<file path="config.mk">
export PLATFORM = sky130hd
export DESIGN_NAME = i2s_adc_rx
export DESIGN_NICKNAME = d
export VERILOG_FILES = /design/src/rtl/audio_pkg.sv /design/src/rtl/sync_edge_detect.sv /design/src/rtl/i2s_adc_rx.sv
export SDC_FILE = /design/constraint.sdc
export NUM_CORES = 1
export LEC_CHECK = 0
export BUFFER_PORTS_ARGS = -buffer_cell sky130_fd_sc_hd__buf_2
export CAP_MARGIN = 20
export CORE_MARGIN = 4
export CORE_UTILIZATION = 56
export CTS_CLUSTER_DIAMETER = 30
export DETAILED_ROUTE_END_ITERATION = 8
export PLACE_DENSITY_LB_ADDON = 0.2
export REMOVE_ABC_BUFFERS = 1
export SLEW_MARGIN = 20
export SYNTH_ARGS = -nofsm -noshare
export SYNTH_HDL_FRONTEND = slang
export SYNTH_SLANG_ARGS = --single-unit
</file>
<file path="constraint.sdc">
create_clock -name clk_74a -period 2.92 [get_ports clk_74a]
set_clock_uncertainty 0.2 [all_clocks]
set_input_delay 0 -clock clk_74a [delete_from_list [all_inputs] [get_ports clk_74a]]
set_output_delay 0 -clock clk_74a [all_outputs]
set_load 0.05 [all_outputs]
</file>
<file path="src/rtl/audio_pkg.sv">
// Shared definitions for the Pocket audio path: default frame geometry,
// receiver state encoding and the 48 kHz frame period in clk_74a cycles.
package audio_pkg;

  localparam int SAMPLE_WIDTH_DEF = 16;
  localparam int SLOT_WIDTH_DEF   = 32;
  localparam int SYNC_STAGES_DEF  = 2;

  // 74.25 MHz / 48 kHz = 1546.875, rounded to the nearest whole cycle
  localparam int CYCLE_48KHZ = 1547;

  typedef enum logic [1:0] {
    ST_HUNT  = 2'd0,
    ST_LEFT  = 2'd1,
    ST_RIGHT = 2'd2
  } rx_state_t;

endpackage

</file>
<file path="src/rtl/sync_edge_detect.sv">
// Multi-flop synchroniser for one asynchronous input plus a registered
// rising-edge detector. o_level is delayed one cycle so it lines up with o_rise.
module sync_edge_detect #(
  parameter int SYNC_STAGES = 2
) (
  input  logic clk_74a,
  input  logic reset_n,
  input  logic i_async,
  output logic o_level,
  output logic o_rise
);

  logic [SYNC_STAGES-1:0] r_sync;
  logic                   r_prev;
  logic                   r_rise;

  // Synchronise the input and register the 0->1 transition of the synced value
  always_ff @(posedge clk_74a) begin
    if (!reset_n) begin
      r_sync <= '0;
      r_prev <= 1'b0;
      r_rise <= 1'b0;
    end else begin
      r_sync <= {r_sync[SYNC_STAGES-2:0], i_async};
      r_prev <= r_sync[SYNC_STAGES-1];
      r_rise <= r_sync[SYNC_STAGES-1] & ~r_prev;
    end
  end

  assign o_level = r_prev;
  assign o_rise  = r_rise;

endmodule

</file>
<file path="src/rtl/i2s_adc_rx.sv">
// I2S receiver for the audio_adc input. Deframes standard I2S (MSB one sclk
// after the lrck edge, lrck low = left) and publishes one left/right pair per frame.
// Optional feature macro: I2S_RX_ERR_COUNT_EN enables the saturating err_count.
//
// state | meaning
// HUNT  | waiting for the first lrck change to find a slot boundary
// LEFT  | receiving a left slot
// RIGHT | receiving a right slot
module i2s_adc_rx
  import audio_pkg::*;
#(
  parameter int SAMPLE_WIDTH = SAMPLE_WIDTH_DEF,
  parameter int SLOT_WIDTH   = SLOT_WIDTH_DEF,
  parameter int SYNC_STAGES  = SYNC_STAGES_DEF
) (
  input  logic                    clk_74a,
  input  logic                    reset_n,
  input  logic                    i2s_sclk,
  input  logic                    i2s_lrck,
  input  logic                    i2s_sdata,
  output logic [SAMPLE_WIDTH-1:0] sample_left,
  output logic [SAMPLE_WIDTH-1:0] sample_right,
  output logic                    sample_valid,
  output logic                    frame_err,
  output logic                    locked,
  output logic [15:0]             err_count
);

  localparam int CW = $clog2(SLOT_WIDTH + 1);

  logic w_sclk_rise, w_lrck, w_sdata;
  logic w_unused_sclk_level, w_unused_lrck_rise, w_unused_sdata_rise;

  sync_edge_detect #(.SYNC_STAGES(SYNC_STAGES)) u_sync_sclk (
    .clk_74a(clk_74a), .reset_n(reset_n), .i_async(i2s_sclk),
    .o_level(w_unused_sclk_level), .o_rise(w_sclk_rise));
  sync_edge_detect #(.SYNC_STAGES(SYNC_STAGES)) u_sync_lrck (
    .clk_74a(clk_74a), .reset_n(reset_n), .i_async(i2s_lrck),
    .o_level(w_lrck), .o_rise(w_unused_lrck_rise));
  sync_edge_detect #(.SYNC_STAGES(SYNC_STAGES)) u_sync_sdata (
    .clk_74a(clk_74a), .reset_n(reset_n), .i_async(i2s_sdata),
    .o_level(w_sdata), .o_rise(w_unused_sdata_rise));

  rx_state_t               r_state, w_next_state;
  logic                    r_primed;
  logic                    r_lrck_prev;
  logic [CW-1:0]           r_cnt;
  logic [SAMPLE_WIDTH-1:0] r_sh_l, r_sh_r, r_left_hold;
  logic                    r_left_ok;
  logic [SAMPLE_WIDTH-1:0] r_sample_left, r_sample_right;
  logic                    r_sample_valid, r_frame_err, r_locked;

  logic w_change, w_slot_ok, w_publish, w_err, w_latch_left, w_clr_left_ok;

  // The first rise after reset only records lrck, so a reset inside a slot
  // never looks like a slot boundary.
  assign w_change  = w_sclk_rise & r_primed & (w_lrck != r_lrck_prev);
  assign w_slot_ok = (r_cnt == CW'(SLOT_WIDTH - 1));

  // State register
  always_ff @(posedge clk_74a) begin
    if (!reset_n) r_state <= ST_HUNT;
    else          r_state <= w_next_state;
  end

  // Next-state and slot-boundary decisions
  always_comb begin
    w_next_state  = r_state;
    w_publish     = 1'b0;
    w_err         = 1'b0;
    w_latch_left  = 1'b0;
    w_clr_left_ok = 1'b0;
    if (w_change) begin
      case (r_state)
        ST_HUNT:  w_next_state = w_lrck ? ST_RIGHT : ST_LEFT;
        ST_LEFT: begin
          if (w_slot_ok) w_latch_left = 1'b1;
          else           w_err        = 1'b1;
          w_next_state = ST_RIGHT;
        end
        ST_RIGHT: begin
          if (!w_slot_ok)     w_err     = 1'b1;
          else if (r_left_ok) w_publish = 1'b1;
          w_clr_left_ok = 1'b1;
          w_next_state  = ST_LEFT;
        end
        default: w_next_state = ST_HUNT;
      endcase
    end
    if (w_err) w_clr_left_ok = 1'b1;
  end

  // Slot counter, per-channel shifters, left hold and publish registers
  always_ff @(posedge clk_74a) begin
    if (!reset_n) begin
      r_primed       <= 1'b0;
      r_lrck_prev    <= 1'b0;
      r_cnt          <= '0;
      r_sh_l         <= '0;
      r_sh_r         <= '0;
      r_left_hold    <= '0;
      r_left_ok      <= 1'b0;
      r_sample_left  <= '0;
      r_sample_right <= '0;
      r_sample_valid <= 1'b0;
      r_frame_err    <= 1'b0;
      r_locked       <= 1'b0;
    end else begin
      r_sample_valid <= w_publish;
      r_frame_err    <= w_err;
      if (w_sclk_rise) begin
        r_primed    <= 1'b1;
        r_lrck_prev <= w_lrck;
        if (w_change) begin
          r_cnt <= '0;
        end else begin
          if (r_cnt != CW'(SLOT_WIDTH)) r_cnt <= r_cnt + 1'b1;
          if (int'(r_cnt) < SAMPLE_WIDTH) begin
            if (w_lrck) r_sh_r <= {r_sh_r[SAMPLE_WIDTH-2:0], w_sdata};
            else        r_sh_l <= {r_sh_l[SAMPLE_WIDTH-2:0], w_sdata};
          end
        end
      end
      if (w_latch_left) begin
        r_left_hold <= r_sh_l;
        r_left_ok   <= 1'b1;
      end else if (w_clr_left_ok) begin
        r_left_ok   <= 1'b0;
      end
      if (w_publish) begin
        r_sample_left  <= r_left_hold;
        r_sample_right <= r_sh_r;
        r_locked       <= 1'b1;
      end else if (w_err) begin
        r_locked       <= 1'b0;
      end
    end
  end

  assign sample_left  = r_sample_left;
  assign sample_right = r_sample_right;
  assign sample_valid = r_sample_valid;
  assign frame_err    = r_frame_err;
  assign locked       = r_locked;

`ifdef I2S_RX_ERR_COUNT_EN
  logic [15:0] r_err_count;

  // Saturating framing-error counter, cleared only by reset
  always_ff @(posedge clk_74a) begin
    if (!reset_n)                            r_err_count <= 16'h0000;
    else if (w_err && r_err_count != 16'hFFFF) r_err_count <= r_err_count + 16'h0001;
  end

  assign err_count = r_err_count;
`else
  assign err_count = 16'h0000;
`endif

endmodule
</file>
**Word level (Yosys, flattened, before mapping)**

Cells that the tools add are included.

- Register bits after elaboration: 104
- Input port bits: 5

- Bitwise logic cells: 6
- Eq/ne operators: 5
- Mux-type cells: 21
- Order comparisons: 1
- Reduce and logical (&&, ||, !) cells: 8
- Add/sub/neg operators: 1

Operators by type and width:

| cell | number |
|---|---|
| $mux 1 | 17 |
| $mux 6 | 2 |
| $reduce_and 4->1 | 2 |
| $add 6x1->6 const B | 1 |
| $eq 6x5->1 const B | 1 |
| $lt 6x5->1 const B | 1 |
| $ne 6x6->1 const B | 1 |
| $pmux 2 s3 | 1 |
| $reduce_bool 2->1 | 3 |
| $and 1x1->1 | 3 |
| $not 1->1 | 3 |
| $eq 2x1->1 const B | 1 |
| $eq 2x2->1 const B | 1 |
| $logic_not 2->1 | 1 |
| $mux 2 | 1 |
| $reduce_and 2->1 | 1 |
| $reduce_or 2->1 | 1 |
| $ne 1x1->1 | 1 |

**Logic depth before layout (Yosys ltp)**

- Depth in word-level cells: 7
- Gate-level depth with buffers: 7
- Mapped depth without buffers: 6

**Cells and area by module**

Synthesis repeated with hierarchy kept, for this count alone.

- Cells, all modules: 414
- Area total of the unflattened synthesis: 4,149.0 sq um

By module, submodules not included:

| module | sequential area each (sq um) | instances | area each (sq um) | cells each |
|---|---|---|---|---|
| i2s_adc_rx | 1,881.8 | 1 | 3,814.9 | 390 |
| sync_edge_detect | 80.1 | 3 | 111.4 | 8 |

**Worst setup path before layout**

No wires, ideal clock.

- Kind: register to register
- Start point: register r_cnt[1]
- End point: register r_sample_right[10], in the netlist sample_right[10]
- Arrival time: 1.708 ns
- Slack: 0.879 ns
- Stages on the path, launching flop included: 8
- Path buffers: 2
- Setup time: 0.132 ns
- Clock period less this slack: 2.041 ns
- Required time: 2.588 ns
- Cell sequence: dfxtp_1 -> ha_1 -> nand2_1 -> or4_1 -> clkbuf_1 -> clkbuf_1 -> o21ai_0 -> a21oi_1

- Cells in the longest elaborated chain, start to end: 4

RTL lines:

| item | RTL line | source |
|---|---|---|
| start, declared | i2s_adc_rx.sv:47 | `logic [CW-1:0] r_cnt;` |
| start signal, assigned | i2s_adc_rx.sv:117 | `if (r_cnt != CW'(SLOT_WIDTH)) r_cnt <= r_cnt + 1'b1;` |
| $eq 6x5->1 | i2s_adc_rx.sv:58 | `assign w_slot_ok = (r_cnt == CW'(SLOT_WIDTH - 1));` |
| $mux 1 | i2s_adc_rx.sv:82 | `if (!w_slot_ok) w_err = 1'b1;` |
| $mux 1 | i2s_adc_rx.sv:74 | `case (r_state)` |
| $mux 1 | i2s_adc_rx.sv:73 | `if (w_change) begin` |
| end signal, assigned | i2s_adc_rx.sv:132 | `r_sample_right <= r_sh_r;` |
| end, declared | i2s_adc_rx.sv:50 | `logic [SAMPLE_WIDTH-1:0] r_sample_left, r_sample_right;` |

No other way between the ends.
A chain may end at the register's enable or synchronous reset.

**Worst setup path after layout**

- Start point: register r_cnt[1]
- End point: register r_sample_right[1], in the netlist sample_right[1]

Same word-level chain as after synthesis.

==> results.toml <==
[timing]
max_slew_margin_pct = 51.08
maxSlewViolCount = 0
worstMarginPinSlew_ns = 0.7335
fin_ws_ns = 0.6652
rsz0062_at_grt = "false"
min_period_over_period_pct = 77.22
hold_viol = 0
fmax_mhz = 443.5
finalSetupTns_ns = 0
hold-worst-slack_ns = 0.1886
finalSetupViolCount = 0
final.min_clock_period_ns = 2.255

[yosys]
synthMuxAreaShare_pct = 16.43
synth_area_leaders = "dfxtp_1 52%, mux2i_1 16%, nand2_1 5.5%, nor2_1 3.9%, buf_4 3.0%"
ys_seq_elements = 104
ys_seq_area_share_pct = 51.77
yosysMostFrequentCell = "dfxtp_1"
synth_top_family_by_area = "simple AND/OR/NAND/NOR gates"
postSynthAreaPerCell_um2 = 9.667
synth-compound-area-share_pct = 5.974
synth_edf_count = 0
synthAdderAreaFrac_pct = 1.556
synth_cell_types = 39
synthArstFlopShare_pct = 0
ys_top_cells_by_count = "104 x dfxtp_1, 66 x mux2i_1, 59 x nand2_1"
yosysWarnings = 0
syn_inst = 416
synthFlopType = "dfxtp_1"
yosys.area.top_type = "dfxtp_1"
syn-cell-area_um2 = 4021
synth_top_area_share_pct = 51.77
synth_xor_area_share_pct = 1.089
synthSimpleGateAreaFrac_pct = 16.58

[cts]
h-tree-depth = 3
insertion_delay_ns = 0.35
cts_resized = 0
cts_setup_buffers = 0
holdBufCountCts = 4
cts_sinks = 104
cts_buffers = 9
path_clk_slew_ns = 0.09
cts-root-buf = "clkbuf_8"
tritoncts = "yes"
clock_path_buffers = 2

[global_route]
grt_max_degree = 57
grt_pass1_wl_um = 12100
antenna_found_initial = 0
grt-ovfl-total = 0
track_usage_pct = 17.25
grt_pass1_vias = 2649

[place]
dp.cells = 530
place.gp.congestion = 0.7558
dpl_worst_slack_ns = 0.6765
port_buffers = 39
postPlaceCellArea_um2 = 4195
place_hpwl_um = 4495

[route]
wl_per_cell_um = 12.49
drt_pre_antenna_iters = 6
drc = 0
wl_um = 6871
drtIter0Drc = 136
vias = 2768
vias_per_cell = 5.033
antenna_left = 0

[worst_setup_path]
regToRegEndpoint = "sample_right[1]$_SDFFE_PN0P_"
critical_path_class = "reg -> reg"
worst_ep_arrival_time_ns = 2.27
end_kind = "flip-flop"
cp_data_required_time_ns = 2.94
startpoint_type = "flip-flop"
ff2ff_setup_slack_ns = 0.67
r2r-start = "r_cnt[1]$_SDFFE_PN0P_"
reg2reg_depth = 5
cp_max_fo = 16

[layout]
final_cell_count_no_fill = 550
nets = 459
fillCellCount = 599
multi_input_area_um2 = 1745
n_antenna_cell = 0
final_util_pct = 64.70
stdcell_area_um2 = 4444
drive_above_1_share_pct = 14.54
syn2layout_area_growth_pct = 10.52
regArea_um2 = 2082

[floorplan]
ios = 56
die_y_um = 92.74
die_x_um = 92.74
core-area_um2 = 6869
rows = 30
start_util_pct = 58.54
die-area_um2 = 8601

[pwr]
p_total_mw = 2.387
ir_drop_mv = 0.3575
power.density_nw_per_um2 = 537.2
leakage_nw = 2.161

[min_path]
hold_depth = 1
hp-start = "u_sync_sclk.o_level$_SDFF_PN0_"
hp-class = "reg -> reg"
hold_end = "u_sync_sclk.o_rise$_SDFF_PN0_"

[run]
cap_violations = 0

[run_status]
status = "finished clean"
-- report_power, final --
part | switching [mW] | leakage [nW] | internal, mW
Combinational | 0.0784 | 1.23 | 0.0170
Clock | 0.463 | 0.0887 | 0.399
Sequential | 0.00495 | 0.839 | 1.42
-- logic make-up after synthesis --
logic type / count (synthesis)
AOI/OAI and AO/OA: 43
xor gates and xnor gates: 5
adders and majority gates: 5
buffers and inverters: 48
DFF: 104
muxes: 66
other: 1
and+or+nand+nor: 144
-- cell usage in the layout, fill, tap and decap left out, types with 3 or more instances in the layout --
master and count:
clkinvlp_4 3, o21ai_0 17, xnor2_1 3, mux2i_1 66, a21oi_1 18, inv_1 7
dfxtp_1 104, dlygate4sd3_1 4, and2_1 10, ha_1 5, nor2_1 42, conb_1 16
buf_4 5, nand2_1 59, buf_2 39, clkbuf_8 9, nand3_1 16
-- sequential cells by signal (all words and copies together) (netlist names), 2 cells and up --
register / flops
u_sync_sdata.r_sync: 2
r_left_hold: 16
r_sh_l: 16
r_sh_r: 16
sample_right: 16
r_state: 2
u_sync_sclk.r_sync: 2
sample_left: 16
u_sync_lrck.r_sync: 2
r_cnt: 6
-- cell type report --
class	count	share of cell area [%]
Timing Repair Buffer	48	6.137
Sequential cell	104	46.85
Tap cell	96	2.703
Clock buffer	10	2.872
Clock inverter	6	1.577
Inverter	7	0.5912
Multi-Input combinational cell	279	39.27
-- worst max-delay path by stage --
| stage | startpoint | endpoint | slack (ns) | cells past startpoint |
|---|---|---|---|---|
| after floorplan | r_cnt[1]$_SDFFE_PN0P_ | sample_left[0]$_SDFFE_PN0P_ | 0.70 | 5 |
| after global placement | r_cnt[1]$_SDFFE_PN0P_ | sample_right[13]$_SDFFE_PN0P_ | 0.75 | 5 |
| after detailed placement | r_cnt[1]$_SDFFE_PN0P_ | sample_right[1]$_SDFFE_PN0P_ | 0.68 | 5 |
| after CTS | r_cnt[1]$_SDFFE_PN0P_ | sample_right[1]$_SDFFE_PN0P_ | 0.67 | 5 |
| after global routing | r_cnt[1]$_SDFFE_PN0P_ | sample_right[0]$_SDFFE_PN0P_ | 0.50 | 5 |
| final | r_cnt[1]$_SDFFE_PN0P_ | sample_right[1]$_SDFFE_PN0P_ | 0.67 | 5 |
-- critical path: stages, from the launching register on --
cell     delay [ns]
dfxtp_1        0.39
ha_1           0.22
nand2_1        0.14
or4_1          0.80
o21ai_0        0.29
a21oi_1        0.09
-- routing by layer --
metal / share of wire, % / track usage, % / vias to the layer above
li1: - / - / 1426
met1: 48 / 22.98 / 1281
met2: 46 / 27.73 / 56
met3: 4.9 / 4.305 / 5
met4: 0.84 / 5.128 / 0
met5: 0 / 0 / -
Power figures use the tool's default switching activity.
